--- src/rtl/fetch_queue_unit.sv ---
// Instruction-fetch front end: owns the PC, issues one synchronous-read
// request per cycle and queues returned {pc, instruction} pairs for decode.
// A redirect or reset flushes the queue and drops any read still in flight.
module fetch_queue_unit #(
  parameter int               WIDTH   = 32,
  parameter int               DEPTH   = 4,
  parameter logic [WIDTH-1:0] INIT_PC = 32'h00400020,
  parameter int               PC_INC  = 4
) (
  input  logic                     i_clk,
  input  logic                     i_start_up_n,
  output logic                     o_imem_req,
  output logic [WIDTH-1:0]         o_imem_addr,
  input  logic [WIDTH-1:0]         i_imem_rdata,
  input  logic                     i_redirect,
  input  logic [WIDTH-1:0]         i_redirect_pc,
  output logic                     o_inst_valid,
  input  logic                     i_inst_ready,
  output logic [WIDTH-1:0]         o_inst_out,
  output logic [WIDTH-1:0]         o_inst_pc,
  output logic [$clog2(DEPTH):0]   o_count
);

  localparam int AW = $clog2(DEPTH);
  localparam logic [AW+1:0] DEPTH_OCC = (AW+2)'(DEPTH);

  logic [WIDTH-1:0] r_pc;
  logic             r_fl;
  logic [WIDTH-1:0] r_fl_pc;
  logic [AW:0]      r_count;
  logic [AW-1:0]    r_rd_ptr;
  logic [AW-1:0]    r_wr_ptr;
  logic [WIDTH-1:0] r_q_inst [DEPTH];
  logic [WIDTH-1:0] r_q_pc   [DEPTH];

  logic [AW+1:0]    w_occ;
  logic             w_pop;
  logic             w_push;
  logic             w_issue;

  // Occupancy includes the outstanding read so the queue can never overflow
  // when that read lands; a full queue may still issue if the head is popped.
  always_comb begin
    w_occ   = {1'b0, r_count} + (AW+2)'(r_fl);
    w_pop   = o_inst_valid & i_inst_ready;
    w_push  = r_fl & ~i_redirect;
    w_issue = i_start_up_n & ~i_redirect &
              ((w_occ < DEPTH_OCC) | ((w_occ == DEPTH_OCC) & w_pop));
  end

  // PC, in-flight tag, pointers and occupancy; reset beats redirect beats normal flow.
  always_ff @(posedge i_clk) begin
    if (!i_start_up_n) begin
      r_pc     <= INIT_PC;
      r_fl     <= 1'b0;
      r_fl_pc  <= '0;
      r_count  <= '0;
      r_rd_ptr <= '0;
      r_wr_ptr <= '0;
    end else if (i_redirect) begin
      r_pc     <= i_redirect_pc;
      r_fl     <= 1'b0;
      r_count  <= '0;
      r_rd_ptr <= '0;
      r_wr_ptr <= '0;
    end else begin
      r_fl <= w_issue;
      if (w_issue) begin
        r_pc    <= r_pc + WIDTH'(PC_INC);
        r_fl_pc <= r_pc;
      end
      if (w_push) r_wr_ptr <= r_wr_ptr + AW'(1);
      if (w_pop)  r_rd_ptr <= r_rd_ptr + AW'(1);
      case ({w_push, w_pop})
        2'b10:   r_count <= r_count + (AW+1)'(1);
        2'b01:   r_count <= r_count - (AW+1)'(1);
        default: r_count <= r_count;
      endcase
    end
  end

  // Queue storage; contents need no reset because empty slots are masked on output.
  always_ff @(posedge i_clk) begin
    if (i_start_up_n && w_push) begin
      r_q_inst[r_wr_ptr] <= i_imem_rdata;
      r_q_pc[r_wr_ptr]   <= r_fl_pc;
    end
  end

  // Consumer-side outputs come from registered state only.
  always_comb begin
    o_inst_valid = (r_count != '0);
    o_inst_out   = o_inst_valid ? r_q_inst[r_rd_ptr] : '0;
    o_inst_pc    = o_inst_valid ? r_q_pc[r_rd_ptr]   : '0;
    o_count      = r_count;
    o_imem_req   = w_issue;
    o_imem_addr  = r_pc;
  end

endmodule

--- config.mk ---
export PLATFORM = sky130hd
export DESIGN_NAME = fetch_queue_unit
export DESIGN_NICKNAME = d
export VERILOG_FILES = /design/src/rtl/fetch_queue_unit.sv
export SDC_FILE = /design/constraint.sdc
export NUM_CORES = 1
export LEC_CHECK = 0
export ABC_AREA = 0
export ABC_CLOCK_PERIOD_IN_PS = 3180
export CORE_MARGIN = 2
export CORE_UTILIZATION = 55
export DETAILED_ROUTE_END_ITERATION = 10
export PLACE_DENSITY = 0.87
export SETUP_SLACK_MARGIN = 0.1
export SLEW_MARGIN = 15
export SYNTH_ARGS = -nofsm -noshare
export SYNTH_HDL_FRONTEND = slang
export SYNTH_SLANG_ARGS = --single-unit
--- constraint.sdc ---
create_clock -name i_clk -period 3.18 [get_ports i_clk]
set_input_delay 0.477 -clock i_clk [delete_from_list [all_inputs] [get_ports i_clk]]
set_output_delay 0.477 -clock i_clk [all_outputs]
set_load 0.1 [all_outputs]
Yosys cells after proc, flatten, opt, wreduce, memory -nomap -nowiden
Memory sizes are Yosys's and may differ from the RTL's. A register that Yosys moved wholly into a read port is not among the register bits.
Index checks and enable logic that the tools add are counted.
{"block": "word_totals", "mem_bits_rw": 256, "output_inout_bits": 101, "elab_cells": 43, "memories": 2, "regBits": 72, "inputBits": 68}
{"block": "classes", "n_bitwise": 8, "addsub": 6, "muxes": 11, "eq_ne": 3, "n_reduce_logical": 6, "n_lt_le_gt_ge": 1}
{"memory": "r_q_inst", "words": 4, "width": 32, "read_ports": 1, "rd_ports_with_merged_regs": 1, "wr": 1, "line": "33", "text": "logic [WIDTH-1:0] r_q_inst [DEPTH];"}
{"memory": "r_q_pc", "words": 4, "width": 32, "read_ports": 1, "rd_ports_with_merged_regs": 1, "wr": 1, "line": "34", "text": "logic [WIDTH-1:0] r_q_pc [DEPTH];"}
{"cell": "$mux 32", "n": 4}
{"cell": "$add 32x3->32 const B", "n": 1}
{"cell": "$mux 2", "n": 4}
{"cell": "$pmux 3 s2", "n": 1}
{"cell": "$and 1x1->1", "n": 5}
{"cell": "$add 2x1->2 const B", "n": 2}
{"cell": "$add 3x1->4", "n": 1}
{"cell": "$eq 4x3->1 const B", "n": 1}
{"cell": "$lt 4x3->1 const B", "n": 1}
{"cell": "$reduce_bool 2->1", "n": 2}
{"cell": "$add 3x1->3 const B", "n": 1}
{"cell": "$reduce_bool 3->1", "n": 1}
{"cell": "$sub 3x1->3 const B", "n": 1}
{"cell": "$eq 2x1->1 const B", "n": 1}
{"cell": "$eq 2x2->1 const B", "n": 1}
{"cell": "$mux 1", "n": 2}
{"cell": "$not 1->1", "n": 2}
{"cell": "$reduce_and 2->1", "n": 1}
{"cell": "$reduce_or 2->1", "n": 1}
{"cell": "$logic_and 1x1->1", "n": 1}
{"cell": "$or 1x1->1", "n": 1}

Longest topological paths before layout
{"block": "logic_depth", "depth_word": 7, "ltp_mapped": 10, "mapped_depth_nobuf": 8}

Worst setup path before layout
OpenSTA, ideal clock, no wires.
{"block": "synth_path", "path_type": "reg-to-output", "start": "register r_count[2] (netlist: o_count[2])", "end": "output o_inst_pc[22]", "required_ps": 2703, "t_arrival_ps": 3276, "n_path_buf": 2, "slack_ps": -573, "path_stages_with_launch": 5, "path_cell_list": "dfxtp_1 -> buf_2 -> or3_1 -> clkbuf_1 -> and2_1"}
{"block": "synth_via", "elab_chain_cells": 2}
{"item": "start: declaration", "line": "30", "text": "logic [AW:0] r_count;"}
{"item": "start signal: assignment", "line": "75", "text": "2'b10: r_count <= r_count + (AW+1)'(1);"}
{"item": "start signal: assignment", "line": "76", "text": "2'b01: r_count <= r_count - (AW+1)'(1);"}
{"item": "start signal: assignment", "line": "77", "text": "default: r_count <= r_count;"}
{"item": "$reduce_bool 3->1", "line": "92", "text": "o_inst_valid = (r_count != '0);"}
{"item": "named net o_inst_valid", "line": "17", "text": "output logic o_inst_valid,"}
{"item": "$mux 32", "line": "94", "text": "o_inst_pc = o_inst_valid ? r_q_pc[r_rd_ptr] : '0;"}
{"item": "end: declaration", "line": "20", "text": "output logic [WIDTH-1:0] o_inst_pc,"}
The timed path passes the listed nets, and every way through them passes these cells.

Worst setup path in the final report
{"block": "layout_path", "start": "register r_count[2] (netlist: o_count[2])", "end": "output o_inst_pc[6]"}
{"block": "layout_via", "elab_chain_cells": 2}
{"item": "$reduce_bool 3->1", "line": "92"}
{"item": "$mux 32", "line": "94"}
Every way passes these cells.

==> impl_results.md <==
* Status: completed
* Pin count of the biggest net entering global routing at 85
* Worst VDD drop at 0.6018 mV
* Fin nets at 1122
* Worst Hold Depth at 2
* DR iter-0 viols at 723
* Final HPWL DP at 18320 um
* Root Buffer: clkbuf_16
* Pwr dens at 578.6 nW/um^2
* Period utilization at 91.41%
* Synthesized flop and latch total at 330
* Worst-path fanout max at 38
* Layout Skew at 0.01857 ns
* YS warnings at 0
* Gr ovfl total at 0
* CP arrival at 2.43 ns
* Width of the chip at 160.6 um
* Period minus WS final at 2.907 ns
* Ports at 169
* Initial core utilization at 55.76%
* Avg Inst Size Synth at 15.41 sq um
* First-pass GRT wire length at 45600 um
* Post-synthesis cell type count at 60
* Async S/R FF share, synth at 0%
* GRT Total Usage at 22.70%
* 1st-pass router iterations at 5
* Synthesized cell area at 13480 sq um
* CTS Buf Count at 34
* Initial antenna violation count at 0
* Maximum root-to-sink buffer count at 3
* Ant diodes at 0
* Via count at 8232
* Layout overhead on the synthesized area at 23.02%
* Final Hold Fails at 0
* Die H at 160.6 um
* Synth top area cells: edfxtp_1 57%, dfxtp_1 11%, mux4_2 11%
* RePlAce Congestion at 0.8588
* Slew @ Worst Pin at 1.024 ns
* Reg-to-reg slack, setup at 0.42 ns
* Pleak at 0.005628 uW
* EDFF count, synth at 256
* Crit path kind: flip-flop to output pin
* Setup violators final at 0
* HP Start: r_fl_pc[14]$_SDFFE_PN0P_
* Pwr Total at 9596 uW
* Critical R2R Launch: r_fl$_SDFF_PP0_
* Slew Viols, Final at 0
* Final ANT Viol Nets at 0
* Wire length per cell at 20.81 um
* FILL cells at 1571
* Post-synth top cells: 256 x edfxtp_1, 82 x nand2_1, 74 x dfxtp_1
* Synth area leader: edfxtp_1
* Predominant post-synthesis flop cell: edfxtp_1
* Cell with the most instances after synthesis: edfxtp_1
* Area share of the largest cell type after synthesis at 57.03%
* Reg2Reg Depth at 7
* Port Buffer Count at 168
* CP Capture Type: output pin
* RSZ-0062 raised after global routing: no
* Met2 Use GR at 38.09%
* Drt drc at 0
* CTS tree: built
* Met3 usage at 4.106%
* Slew margin rel. at 31.54%
* Worst-path clk slew at 0.06 ns
* H-tree levels at 2
* CP Data Required Time at 2.70 ns
* Worst skew pair latency at 0.50 ns
* Vias in the first global route at 8330
* Via density at 5.905
* Crit start category: flip-flop
* Post-CTS setup repair buffer count at 0
* Min-Delay Endpoint: r_fl_pc[14]$_SDFFE_PN0P_
* Max cap viols at 0
* Hold Crit Class: flip-flop to flip-flop
* Setup TNS at 0 ns
* Gr busiest metal: met2
* Cells after synthesis at 875
* Row count at 57
* Core area at 24180 sq um
* Max Clk Rate at 0.3440 GHz
* Worst flop-to-flop path endpoint: o_imem_addr[23]$_SDFFE_PN0P_
* Post-Syn Nets at 952
* Clk sink count at 330
* Layout cells sized above 1 at 29.25%
* Seq/Total Area, Yosys at 68.02%
* Drt total wl at 29000 um
* GR Util met1 at 31.05%
* Die Area at 25780 sq um
logic make-up (layout without fill, tap and decap cells):
logic type / after synthesis / after routing / synth area share (%)
and+or+nand+nor: 274 / 274 / 11.09
xor gates and xnor gates: 10 / 10 / 0.7054
muxes: 67 / 67 / 10.92
adders and majority gates: 9 / 9 / 0.8911
AOI/OAI and AO/OA: 117 / 117 / 6.172
buffers and inverters: 68 / 263 / 2.209
DFF: 330 / 330 / 68.02
worst max-delay path: stages, from the launching register on:
cell and delay (ns):
dfxtp_1 0.42, or3_2 0.69, buf_4 0.30, and2_2 0.25, buf_4 0.23
worst max-delay path by stage:
stage	startpoint	to	cells after the start
2_1_floorplan	o_count[2]$_SDFFE_PP0P_	o_inst_pc[22]	4
3_3_place_gp	i_inst_ready	o_imem_addr[23]$_SDFFE_PN0P_	6
3_5_place_dp	i_inst_ready	o_imem_addr[23]$_SDFFE_PN0P_	6
4_1_cts	r_fl$_SDFF_PP0_	o_imem_req	6
5_1_grt	flip-flop	o_inst_pc[20]	4
6_report	o_count[2]$_SDFFE_PP0P_	o_inst_pc[6]	4
per-stage QoR:
step | instances | hold slack [ns] | instance area, sq um | utilization, % | setup slack, ns
after CTS | 1394 | 0.4982 | 16580 | 68.59 | 0.1591
after detailed placement | 1333 | 0.4892 | 15420 | 63.80 | 0.3027
final | 1394 | 0.4922 | 16580 | 68.59 | 0.2732
after global placement | 1333 | 0.4753 | 15420 | 63.80 | 0.3214
after floorplan | 875 | 0.4600 | 13550 | - | 0.1815
after global routing | 1394 | 0.5170 | 16580 | 68.59 | 0.1597
registers in the layout, summed over array words and instances (netlist names), named ones only:
signal,count
o_count,3
o_imem_addr,32
r_fl,1
r_fl_pc,32
r_q_inst,128
r_q_pc,128
r_rd_ptr,2
r_wr_ptr,2
final cells by class:
type | count | area, sq um | share of cell area, %
clock buffer | 43 | 979.7 | 5.908
clock inverter | 18 | 177.7 | 1.071
inverter | 9 | 33.78 | 0.2037
multi-input combinational | 477 | 4108 | 24.77
sequential | 330 | 9180 | 55.36
tap | 324 | 405.4 | 2.445
timing repair buffer | 193 | 1699 | 10.25
layout by cell type, fill, tap and decap left out, drive strengths merged, types with 20 or more instances in the layout:
| cell | synthesis | final |
|---|---|---|
| a21boi | 32 | 32 |
| and2 | 68 | 68 |
| buf | 20 | 127 |
| clkbuf | 39 | 43 |
| clkdlybuf4s50 | 0 | 66 |
| dfxtp | 74 | 74 |
| edfxtp | 256 | 256 |
| mux4 | 64 | 64 |
| nand2 | 82 | 82 |
| nand3 | 20 | 20 |
| o21ai | 24 | 24 |
where the power goes:
group          internal (uW)  switching, uW  total (uW)  leakage [uW]
clock                   2440           1590        4020      0.000554
combinational            239            552         792       0.00214
sequential              4690           89.4        4780       0.00293
total                   7370           2230        9600       0.00563
what timing repair did:
item	in CTS	in global routing
resized for setup	0	1
setup endpoints to repair	0	1
hold buffers	0	0
layer usage:
metal | routed length (um) | vias up
met1 | 11910 | 4088
met4 | 405 | 0
li1 | - | 3747
met2 | 14500 | 366
met5 | 0 | -
met3 | 2190 | 31
Power figures use the tool's default switching activity.
